**src/rtl/instr_encoder.sv**
```systemverilog
// ---------------------------------------------------------------------------
// instr_encoder
// Turns mnemonic requests into 32-bit MIPS machine words. Each accepted
// request gets the current pc, which then advances by 4. Encoded words are
// held in a 2-entry {pc, instr} output FIFO.
//
// Ports
//   clk        system clock, rising edge
//   reset      asynchronous, active-low reset
//   in_valid   request present            in_ready   request can be taken
//   op_sel     mnemonic select            rs/rt/rd   register fields
//   imm        16-bit immediate           target     branch/jump byte address
//   out_valid  FIFO head valid            out_ready  consumer takes the head
//   out_instr  encoded word at head       out_pc     pc of the head word
//   err        one-cycle reject pulse     err_cnt    saturating reject count
// ---------------------------------------------------------------------------
module instr_encoder (
    input  logic        clk,
    input  logic        reset,
    input  logic        in_valid,
    output logic        in_ready,
    input  logic [3:0]  op_sel,
    input  logic [4:0]  rs,
    input  logic [4:0]  rt,
    input  logic [4:0]  rd,
    input  logic [15:0] imm,
    input  logic [31:0] target,
    output logic        out_valid,
    input  logic        out_ready,
    output logic [31:0] out_instr,
    output logic [31:0] out_pc,
    output logic        err,
    output logic [7:0]  err_cnt
);

    localparam logic [3:0] OP_NOP  = 4'd0,  OP_ADDU = 4'd1,  OP_SUBU = 4'd2,
                           OP_JR   = 4'd3,  OP_ORI  = 4'd4,  OP_LW   = 4'd5,
                           OP_SW   = 4'd6,  OP_BEQ  = 4'd7,  OP_LUI  = 4'd8,
                           OP_JAL  = 4'd9,  OP_J    = 4'd10, OP_BNE  = 4'd11,
                           OP_BLEZ = 4'd12, OP_LB   = 4'd13, OP_LH   = 4'd14,
                           OP_LBU  = 4'd15;

    logic [31:0] r_pc;
    logic [1:0]  r_cnt;
    logic [31:0] r_pc0, r_ins0, r_pc1, r_ins1;
    logic        r_err;
    logic [7:0]  r_err_cnt;

    logic [31:0] w_pc_next4;
    logic [31:0] w_br_diff;
    logic        w_br_ok;
    logic        w_j_ok;
    logic [31:0] w_instr;
    logic        w_bad;
    logic        w_accept;
    logic        w_push;
    logic        w_pop;

    assign w_pc_next4 = r_pc + 32'd4;
    assign w_br_diff  = target - w_pc_next4;
    // Word offset fits signed 16 bits when byte difference bits [31:17]
    // are a pure sign extension.
    assign w_br_ok    = (target[1:0] == 2'b00) &&
                        ((&w_br_diff[31:17]) || (~|w_br_diff[31:17]));
    assign w_j_ok     = (target[1:0] == 2'b00) &&
                        (target[31:28] == w_pc_next4[31:28]);

    always_comb begin
        w_instr = 32'h0000_0000;
        w_bad   = 1'b0;
        case (op_sel)
            OP_NOP:  w_instr = 32'h0000_0000;
            OP_ADDU: w_instr = {6'b000000, rs, rt, rd, 5'd0, 6'b100001};
            OP_SUBU: w_instr = {6'b000000, rs, rt, rd, 5'd0, 6'b100011};
            OP_JR:   w_instr = {6'b000000, rs, 5'd0, 5'd0, 5'd0, 6'b001000};
            OP_ORI:  w_instr = {6'b001101, rs, rt, imm};
            OP_LUI:  w_instr = {6'b001111, 5'd0, rt, imm};
            OP_LW:   w_instr = {6'b100011, rs, rt, imm};
            OP_SW:   w_instr = {6'b101011, rs, rt, imm};
            OP_LB:   w_instr = {6'b100000, rs, rt, imm};
            OP_LH:   w_instr = {6'b100001, rs, rt, imm};
            OP_LBU:  w_instr = {6'b100100, rs, rt, imm};
            OP_BEQ: begin
                w_instr = {6'b000100, rs, rt, w_br_diff[17:2]};
                w_bad   = ~w_br_ok;
            end
            OP_BNE: begin
                w_instr = {6'b000101, rs, rt, w_br_diff[17:2]};
                w_bad   = ~w_br_ok;
            end
            OP_BLEZ: begin
                w_instr = {6'b000110, rs, 5'd0, w_br_diff[17:2]};
                w_bad   = ~w_br_ok;
            end
            OP_J: begin
                w_instr = {6'b000010, target[27:2]};
                w_bad   = ~w_j_ok;
            end
            OP_JAL: begin
                w_instr = {6'b000011, target[27:2]};
                w_bad   = ~w_j_ok;
            end
            default: w_instr = 32'h0000_0000;
        endcase
    end

    assign in_ready  = (r_cnt != 2'd2);
    assign out_valid = (r_cnt != 2'd0);
    assign out_instr = r_ins0;
    assign out_pc    = r_pc0;
    assign err       = r_err;
    assign err_cnt   = r_err_cnt;

    assign w_accept = in_valid & in_ready;
    assign w_push   = w_accept & ~w_bad;
    assign w_pop    = out_valid & out_ready;

    always_ff @(posedge clk or negedge reset) begin
        if (!reset) begin
            r_pc      <= 32'h0000_3000;
            r_cnt     <= 2'd0;
            r_pc0     <= 32'h0;
            r_ins0    <= 32'h0;
            r_pc1     <= 32'h0;
            r_ins1    <= 32'h0;
            r_err     <= 1'b0;
            r_err_cnt <= 8'd0;
        end else begin
            r_err <= w_accept & w_bad;
            if (w_accept && w_bad && (r_err_cnt != 8'hFF))
                r_err_cnt <= r_err_cnt + 8'd1;
            if (w_push)
                r_pc <= w_pc_next4;

            // Head is entry 0. Pushing is impossible when full, so a
            // simultaneous push and pop only happens with one entry.
            case ({w_push, w_pop})
                2'b10: begin
                    if (r_cnt == 2'd0) begin
                        r_pc0  <= r_pc;
                        r_ins0 <= w_instr;
                    end else begin
                        r_pc1  <= r_pc;
                        r_ins1 <= w_instr;
                    end
                    r_cnt <= r_cnt + 2'd1;
                end
                2'b01: begin
                    if (r_cnt == 2'd2) begin
                        r_pc0  <= r_pc1;
                        r_ins0 <= r_ins1;
                    end
                    r_cnt <= r_cnt - 2'd1;
                end
                2'b11: begin
                    r_pc0  <= r_pc;
                    r_ins0 <= w_instr;
                end
                default: ;
            endcase
        end
    end

endmodule
```
**config.mk**
```make
export PLATFORM = sky130hd
export DESIGN_NAME = instr_encoder
export DESIGN_NICKNAME = d
export VERILOG_FILES = /design/src/rtl/instr_encoder.sv
export SDC_FILE = /design/constraint.sdc
export NUM_CORES = 1
export LEC_CHECK = 0
export BUFFER_PORTS_ARGS = -buffer_cell sky130_fd_sc_hd__buf_2
export CAP_MARGIN = 15
export CORE_MARGIN = 1
export CORE_UTILIZATION = 55
export DETAILED_ROUTE_END_ITERATION = 8
export GPL_ROUTABILITY_DRIVEN = 0
export GPL_TIMING_DRIVEN = 0
export PLACE_DENSITY = 0.75
export SKIP_LAST_GASP = 1
export SLEW_MARGIN = 30
export SYNTH_ARGS = -nofsm -noshare
export SYNTH_HDL_FRONTEND = slang
export SYNTH_SLANG_ARGS = --single-unit
```
**constraint.sdc**
```tcl
create_clock -name clk -period 12 [get_ports clk]
set_input_delay 1.2 -clock clk [delete_from_list [all_inputs] [get_ports clk]]
set_output_delay 1.2 -clock clk [all_outputs]
set_load 0.005 [all_outputs]
```
# Word level (Yosys, flattened, before mapping)
# Cells that the tools add are included.
dict set report totals {
  ff_bits 171
  inputBits 71
  output_inout_bits 75
  elab_cells 72
}
dict set report op_classes {
  add_sub_neg 5
  eq_ne 24
  mux 9
  bitwise_logic 8
  n_reduce_logical 18
}
# op count
set ops {}
lappend ops {{32-bit one-hot mux with 16 select lines} 1}
lappend ops {{32-bit one-hot mux with 3 select lines} 2}
lappend ops {{32-bit 2-to-1 mux} 4}
lappend ops {{32-bit by 3-bit adder with 32-bit output (second input constant)} 1}
lappend ops {{4-bit == test (second input constant)} 8}
lappend ops {{32-bit subtractor} 1}
lappend ops {{4-bit by 3-bit == test with 1-bit output (second input constant)} 4}
lappend ops {{15-bit AND reduction} 1}
lappend ops {{15-bit OR reduction} 1}
lappend ops {{8-bit by 1-bit adder with 8-bit output (second input constant)} 1}
lappend ops {{4-bit by 2-bit == test with 1-bit output (second input constant)} 2}
lappend ops {{8-bit != test (second input constant)} 1}
lappend ops {{2-bit == test (second input constant)} 3}
lappend ops {{2-bit != test (second input constant)} 3}
lappend ops {{1-bit AND} 4}
lappend ops {{4-bit by 1-bit == test with 1-bit output (second input constant)} 1}
lappend ops {{4-bit == test} 1}
lappend ops {{1-bit logical AND} 4}
lappend ops {{2-bit zero test} 2}
lappend ops {{4-bit zero test} 1}
lappend ops {{1-bit inverter} 4}
lappend ops {{2-bit one-hot mux with 2 select lines} 1}
lappend ops {{2-bit nonzero test} 2}
lappend ops {{3-bit AND reduction} 1}
lappend ops {{other kinds (10)} 10}

# Logic depth before layout (Yosys ltp)
# Gate-level depths: netlist of run 1.
dict set report depth {
  depth_word 13
  ltp_mapped 30
  ltp_nobuf 27
}

# Least setup slack after synthesis of run 1
# Ideal clock, no wire load.
dict set report synth_path {
  path_kind {flip-flop to flip-flop}
  startpoint {reg r_pc[13]}
  endpoint {reg r_ins0[31] (netlist: out_instr[31])}
  setup_time_ns 0.135
  arrival_time_ns 5.686
  t_required_ns 11.865
  setup_slack_ns 6.180
  stages_incl_launch_ff 29
  path_cell_list {dfstp_2 -> buf_2 -> nand4_2 -> nor4_4 -> nand3_1 -> inv_1 -> nand3_1 -> nor2_1 -> nand3_1 -> xor2_1 -> ha_1 -> clkbuf_1 -> nand2_1 -> o21ai_0 -> a221o_1 -> a211o_1 -> xor2_1 -> or4_1 -> nor4_2 -> a31oi_1 -> nor2_1 -> inv_1 -> ha_1 -> a21oi_1 -> nand2_1 -> clkbuf_1 -> clkbuf_1 -> nand2_1 -> o21ai_0}
}
dict set report synth_via {
  elab_chain_cells 13
  word_cells_on_any_way 22
  classes_between {2 x add/sub; 6 x eq/ne; 2 x mux; 4 x bitwise; 8 x reduce/logical}
}
# item line_no
set synth_rtl {}
lappend synth_rtl {{from (decl)} 43} ;# logic [31:0] r_pc;
lappend synth_rtl {{from (signal assigned)} 133} ;# r_pc <= w_pc_next4;
lappend synth_rtl {{32-bit by 3-bit adder with 32-bit output (*)} 59} ;# assign w_pc_next4 = r_pc + 32'd4;
lappend synth_rtl {{32-bit subtractor} 60} ;# assign w_br_diff = target - w_pc_next4;
lappend synth_rtl {{15-bit OR reduction} 64} ;# ((&w_br_diff[31:17]) || (~|w_br_diff[31:17]));
lappend synth_rtl {{1-bit zero test} 64}
lappend synth_rtl {{1-bit logical OR} 64}
lappend synth_rtl {{1-bit logical AND} 63} ;# assign w_br_ok = (target[1:0] == 2'b00) &&
lappend synth_rtl {{1-bit inverter} {85, 89, 93}}
lappend synth_rtl {{1-bit one-hot mux with 2 select lines (*)} 71} ;# case (op_sel)
lappend synth_rtl {{1-bit inverter (*)} 115} ;# assign w_push = w_accept & ~w_bad;
lappend synth_rtl {{1-bit AND (*)} 115}
lappend synth_rtl {{named net w_push} 56} ;# logic w_push;
lappend synth_rtl {{2-bit by 1-bit == test with 1-bit output or 2-bit == test (tied branches)} 137} ;# case ({w_push, w_pop})
lappend synth_rtl {{2-bit != test (no source line) or 3-bit nonzero test (tied branches)} --}
lappend synth_rtl {{3-bit AND reduction (no source line)} --}
lappend synth_rtl {{to (signal assigned)} 141} ;# r_ins0 <= w_instr;
lappend synth_rtl {{to (signal assigned)} 151} ;# r_ins0 <= r_ins1;
lappend synth_rtl {{to (signal assigned)} 157} ;# r_ins0 <= w_instr;
lappend synth_rtl {{to (decl)} 45} ;# logic [31:0] r_pc0, r_ins0, r_pc1, r_ins1;
# The timed path passes the listed nets; every way through them passes the cells marked *.
# A chain may end at the register's enable or synchronous reset.

# Final worst setup path of run 1
dict set report layout_path {
  startpoint {reg r_pc[3]}
  endpoint {reg r_pc0[5] (netlist: out_pc[5])}
}
dict set report layout_via {
  elab_chain_cells 13
  word_cells_on_any_way 22
  classes_between {2 x add/sub; 6 x eq/ne; 2 x mux; 4 x bitwise; 8 x reduce/logical}
}
# item line_no
set layout_rtl {}
lappend layout_rtl {{32-bit by 3-bit adder with 32-bit output (*)} 59}
lappend layout_rtl {{32-bit subtractor} 60}
lappend layout_rtl {{15-bit OR reduction} 64}
lappend layout_rtl {{1-bit zero test} 64}
lappend layout_rtl {{1-bit logical OR} 64}
lappend layout_rtl {{1-bit logical AND} 63}
lappend layout_rtl {{1-bit inverter} {85, 89, 93}}
lappend layout_rtl {{1-bit one-hot mux with 2 select lines (*)} 71}
lappend layout_rtl {{1-bit inverter (*)} 115}
lappend layout_rtl {{1-bit AND (*)} 115}
lappend layout_rtl {{named net w_push} 56}
lappend layout_rtl {{2-bit by 1-bit == test with 1-bit output or 2-bit == test (tied branches)} 137}
lappend layout_rtl {{2-bit != test (no source line) or 3-bit nonzero test (tied branches)} --}
lappend layout_rtl {{3-bit AND reduction (no source line)} --}
lappend layout_rtl {{to (signal assigned)} 140} ;# r_pc0 <= r_pc;
lappend layout_rtl {{to (signal assigned)} 150} ;# r_pc0 <= r_pc1;
lappend layout_rtl {{to (signal assigned)} 156} ;# r_pc0 <= r_pc;
lappend layout_rtl {{to (decl)} 45}
# Marked as above.

==> results of run 1 <==
-- path summary, 6_finish.rpt --
check                                          from                        to  slack [ps]  cells after the start
setup / recovery                r_pc[3]$_DFFE_PN0P_     out_pc[5]$_DFFE_PN0P_        3740                     29
hold / removal             out_instr[6]$_DFFE_PN0P_  out_instr[6]$_DFFE_PN0P_         470                      2
setup reg to reg                r_pc[3]$_DFFE_PN0P_     out_pc[5]$_DFFE_PN0P_        3740                     29
hold reg to reg            out_instr[6]$_DFFE_PN0P_  out_instr[6]$_DFFE_PN0P_         470                      2
max in group asynchronous                     reset      r_pc[13]$_DFFE_PN1P_       10420                      2
min in group asynchronous                     reset    r_ins1[22]$_DFFE_PN0P_         730                      1
-- cell families after synthesis --
group	synth area share (%)
AO/OA/AOI/OAI	18.2
XOR/XNOR	8.43
adder cells (fa/ha/maj)	4.04
buffers and inverters	4.08
flip-flops	38.6
multiplexers	6.56
other	0.0355
AND/OR/NAND/NOR	20.1
-- registers in the layout, summed over array words and instances, names as in the netlist --
name       flops
out_instr     31
r_ins1        31
out_pc        30
r_pc1         30
r_pc          30
err_cnt        8
r_cnt          2
err            1
-- where the power goes --
group          switching [mW]  internal (mW)  total [mW]
Clock                   0.257          0.338       0.595
Sequential             0.0913          0.697       0.788
Combinational           0.525          0.318       0.844
-- cell usage in the layout, fill, tap and decap left out, drive strengths merged, types with 4 or more instances in the layout --
cell type and count:
o21ai 133, a31oi 7, dfrtp 161, a222oi 8, a21oi 67, nand3 35, and3 13, a211oi 5
o31ai 4, a21o 14, nand4 18, a221oi 7, or3 6, a22oi 11, nor3b 4, inv 33
o211ai 7, or4 9, nor3 37, mux2 31, clkbuf 75, xnor2 42, nor2b 7, maj3 9
o21bai 5, nand2 155, o31a 4, nor2 80, ha 25, xor2 52, nand2b 8, nor4 21
o21a 7, mux2i 34, buf 160, and2 8
-- routing by layer --
metal	up-vias	wire, um	track usage, %
met5	-	0	0
met4	0	1050	13.1
met3	77	2020	4.82
met2	389	13300	47.8
met1	4559	13200	42.0
li1	4564	-	-
-- worst register-to-register path, delay by kind of cell (launching register included) --
family	cells	cell delay, ps
DFF	1	570
and+or+nand+nor	15	3480
buffers and inverters	4	1400
AOI/OAI and AO/OA	5	1230
xor gates and xnor gates	2	570
adders and majority gates	3	910
-- layout make-up --
type	instances	area (um^2)	area share [%]
clock buffer	17	425	3.48
clock inverter	15	209	1.71
multi-input combinational	916	6060	49.6
timing repair buffer	138	723	5.91
inverter	24	90.1	0.737
sequential	163	4080	33.4
tap	234	293	2.39
buffer	80	342	2.79
==> flow_metrics.env, run 1 <==
export IMPL_syn_area_um2=10600
export IMPL_critical_path_top_delay_family="simple AND/OR/NAND/NOR gates"
export IMPL_die_w_um=141
export IMPL_fin_cells=1587
export IMPL_io_buffers=137
export IMPL_cts_buffers=17
export IMPL_ys_warn_count=0
export IMPL_synth_area_per_cell_um2=8.95
export IMPL_outcome="complete, no violations"
export IMPL_dr_total_vias=9589
export IMPL_synth_edf_count=0
export IMPL_drtAntennaViolNets=0
export IMPL_cts_max_level=4
export IMPL_clock_root_buffer="clkbuf_16"
export IMPL_ir_drop_uv=98.0
export IMPL_die_h_um=141
export IMPL_fillers=1581
export IMPL_synth_cell_types=80
export IMPL_slowest_delay_ps=570
export IMPL_ys_flop_type="dfrtp_1"
export IMPL_grt_pass1_wl_um=46900
export IMPL_slowest_stage="dfrtp_1"
export IMPL_io_pins=146
export IMPL_ctsResizeCount=0
export IMPL_drt_iter0_drc=739
export IMPL_routed_wl_um=29600
export IMPL_hold_buffers=0
export IMPL_worstPathRequired_ps=12350
export IMPL_arrival_ps=8600
export IMPL_rsz0062_at_grt="no"
export IMPL_relSlewSlack_pct=38.0
export IMPL_final_util_pct=65.2
export IMPL_antenna_found_initial=0
export IMPL_crit_fanout=10
export IMPL_setup_viol=0
export IMPL_yosysTopAreaCellShare_pct=38.1
export IMPL_vias_per_cell=6.04
export IMPL_clock_latency_ps=440
export IMPL_synth_common_cells="dfrtp_1, nand2_1, o21ai_0"
export IMPL_holdCritPathClass="flip-flop to flip-flop"
export IMPL_p_leak_nw=5.62
export IMPL_worstMarginPinSlew_ps=924
export IMPL_cp_end_kind="flip-flop"
export IMPL_total_power_mw=2.23
export IMPL_hold_viol_final=0
export IMPL_maxSlewViolCount=0
export IMPL_fin_crit_sh_pct=68.8
export IMPL_antenna_cells=0
export IMPL_ys_seq_area_share_pct=38.6
export IMPL_synth_most_common_cell="dfrtp_1"
export IMPL_whs_ps=471
export IMPL_die_area_um2=19800
export IMPL_crit_type="flip-flop to flip-flop"
export IMPL_grt_pass1_vias=8978
export IMPL_max_freq_mhz=121
export IMPL_powerDensity_nw_per_um2=182
export IMPL_synth_seq_cells=163
export IMPL_initial_core_util_pct=56.3
export IMPL_cpMostUsedCell="nand2_1"
export IMPL_worst_slack_ps=3740
export IMPL_rows=50
export IMPL_layout_nets=1437
export IMPL_grt_use_total_pct=30.5
export IMPL_path_clk_slew_ps=70
export IMPL_cts_tree="yes"
export IMPL_globalRouteOverflowTotal=0
export IMPL_synth_top_cells_by_area="dfrtp_1, o21ai_0, nand2_1, xor2_1, xnor2_1"
export IMPL_dr_pass1_iters=8
export IMPL_drv_cap=0
export IMPL_clockBufferDepth=2
export IMPL_dp_hpwl_um=22100
export IMPL_synthArstFlopShare_pct=100
export IMPL_path_buf_inv=4
export IMPL_fin_crit_ps=8260
export IMPL_core_area_um2=18800
export IMPL_place_ws_ps=4120
export IMPL_dpl_cell_count=1555
export IMPL_synth_cells=1181
export IMPL_syn_to_final_growth_pct=15.7
export IMPL_placed_cell_area_um2=11600
export IMPL_post_cts_buffers=0
export IMPL_drc=0
export IMPL_cp_start_kind="flip-flop"
export IMPL_cts_sink_count=163
export IMPL_stdcell_area_um2=12200
export IMPL_skew_ps=10.9
export IMPL_grt_max_degree=85
export IMPL_setup_tns_ps=0
export IMPL_layout_drive_gt1_share_pct=19.1
export IMPL_wl_per_cell_um=18.6
export IMPL_synth_top_area_cell="dfrtp_1"
Note: power is estimated with default switching activity, not from simulation.
==> run 2, diff against run 1 <==
Settings changed: CORE_UTILIZATION 55 to 53.
Clock period 12 ns to 7.4 ns, I/O delays scaled along.
==> flow_metrics.env, run 2 (same netlist as run 1, synthesis figures left out) <==
export IMPL_outcome="complete, no violations"
export IMPL_r2r_slack_ps=280
export IMPL_worst_slack_ps=283
export IMPL_drtAntennaViolNets=0
export IMPL_drv_cap=0
export IMPL_max_freq_mhz=141
export IMPL_place_ws_ps=-564
export IMPL_crit_fanout=10
export IMPL_setup_viol=0
export IMPL_arrival_ps=7430
export IMPL_grt_use_total_pct=29.3
export IMPL_drc=0
export IMPL_grt_max_degree=86
export IMPL_rows=51
export IMPL_powerDensity_nw_per_um2=289
export IMPL_p_switching_mw=1.39
export IMPL_clockBufferDepth=2
export IMPL_slowest_stage="or4_1"
export IMPL_dr_pass1_iters=5
export IMPL_layout_nets=1439
export IMPL_slowest_delay_ps=560
export IMPL_sequentialPowerShare_pct=35.7
export IMPL_placed_cell_area_um2=11600
export IMPL_stdcell_area_um2=12300
export IMPL_die_h_um=143
export IMPL_clock_root_buffer="clkbuf_16"
export IMPL_p_sw_share_pct=39.0
export IMPL_core_area_um2=19500
export IMPL_r2r_cells=26
export IMPL_path_clk_slew_ps=70
export IMPL_routed_wl_um=29100
export IMPL_antenna_found_initial=0
export IMPL_total_power_mw=3.56
export IMPL_dr_total_vias=9532
export IMPL_cts_max_level=4
export IMPL_cts_sink_count=163
export IMPL_critPathLaunch="r_pc[7]$_DFFE_PN0P_"
export IMPL_dp_hpwl_um=21900
export IMPL_vias_per_cell=5.88
export IMPL_p_leak_nw=5.65
export IMPL_r2r_start="r_pc[7]$_DFFE_PN0P_"
export IMPL_p_int_mw=2.17
export IMPL_fin_crit_sh_pct=96.2
export IMPL_grt_use_met1_pct=40.6
export IMPL_cp_start_kind="flip-flop"
export IMPL_crit_type="flip-flop to flip-flop"
export IMPL_fin_crit_ps=7120
export IMPL_cts_buffers=17
export IMPL_hold_viol_final=0
export IMPL_worstMarginPinSlew_ps=791
export IMPL_grt_pass1_vias=8810
export IMPL_die_area_um2=20500
export IMPL_worstPathRequired_ps=7710
export IMPL_io_pins=146
export IMPL_cp_end_kind="flip-flop"
export IMPL_grt_met2_usage_pct=43.9
export IMPL_maxSlewViolCount=0
export IMPL_drt_iter0_drc=913
export IMPL_wl_per_cell_um=18.0
export IMPL_ir_drop_uv=178
export IMPL_grt_pass1_wl_um=46000
export IMPL_final_common_cell="dfrtp_1"
export IMPL_syn_to_final_growth_pct=16.3
export IMPL_hold_buffers=0
export IMPL_mostFrequentLayoutCells="dfrtp_1, nand2_1, buf_2"
export IMPL_die_w_um=143
export IMPL_final_util_pct=62.9
export IMPL_clock_latency_ps=440
export IMPL_busiest_layer="met2"
export IMPL_initial_core_util_pct=54.1
export IMPL_layout_drive_gt1_share_pct=20.6
export IMPL_globalRouteOverflowTotal=0
export IMPL_p_comb_share_pct=38.8
export IMPL_gr_usage_met3_pct=5.23
export IMPL_skew_ps=12.3
export IMPL_cts_tree="yes"
export IMPL_relSlewSlack_pct=45.9
export IMPL_io_buffers=137
export IMPL_rsz0062_at_grt="no"
export IMPL_setup_tns_ps=0
export IMPL_fillers=1698
export IMPL_holdCritPathClass="input pin to async pin"
export IMPL_clockPowerShare_pct=25.5
run 2: path summary, 6_finish.rpt:
kind                                                   to
worst max-delay path               out_pc[23]$_DFFE_PN0P_
worst min-delay path            out_instr[24]$_DFFE_PN0P_
worst max register to register     out_pc[23]$_DFFE_PN0P_
worst min register to register   out_instr[0]$_DFFE_PN0P_
max in group asynchronous            r_pc[12]$_DFFE_PN1P_
min in group clk                 out_instr[0]$_DFFE_PN0P_
run 2: metal layers:
| metal | part of all wire, % | vias up |
|---|---|---|
| li1 | - | 4556 |
| met1 | 46 | 4512 |
| met2 | 43 | 384 |
| met3 | 6.8 | 80 |
| met4 | 4.5 | 0 |
| met5 | 0 | - |
run 2: per-stage QoR:
step                      hold slack [ps]  std cells
final                                 267       1620
after global routing                  313       1619
after CTS                             304       1617
after detailed placement              464       1586
after global placement                458       1585
after floorplan                       444       1183
run 2: area by class of cell:
cell class / instances / area (um^2) / share of cell area (%)
Antenna cell: 1 / 2.50 / 0.0204
Buffer: 79 / 362 / 2.94
Clock buffer: 19 / 443 / 3.60
Clock inverter: 12 / 146 / 1.19
Inverter: 24 / 90.1 / 0.733
Multi-Input combinational cell: 916 / 6090 / 49.5
Sequential cell: 163 / 4080 / 33.2
Tap cell: 265 / 332 / 2.70
Timing Repair Buffer: 141 / 746 / 6.07
run 2: power by group through the flow:
| stage | clock [mW] | sequential [mW] | combinational [mW] |
|---|---|---|---|
| 2_1_floorplan | 0 | 1.28 | 0.905 |
| 4_1_cts | 0.917 | 1.27 | 1.36 |
| 3_3_place_gp | 0 | 1.27 | 1.32 |
| 5_1_grt | 0.948 | 1.30 | 1.53 |
| 6_report | 0.906 | 1.27 | 1.38 |
| 3_5_place_dp | 0 | 1.29 | 1.35 |
run 2: what timing repair did:
item | CTS | global route
endpoints found under the hold margin | 0 | 0
gates resized for setup | 6 | 29
pin swaps | 0 | 1
setup endpoints to repair | 65 | 103
gates cloned | 0 | 0
buffers inserted | 0 | 3
run 2: critical path, delay by kind of cell, from the launching register on:
| family | cells | cell delay [ps] |
|---|---|---|
| adders and majority gates | 2 | 630 |
| and+or+nand+nor | 14 | 3800 |
| DFF | 1 | 330 |
| xor gates and xnor gates | 2 | 330 |
| AOI/OAI and AO/OA | 4 | 850 |
| buffers and inverters | 4 | 1060 |
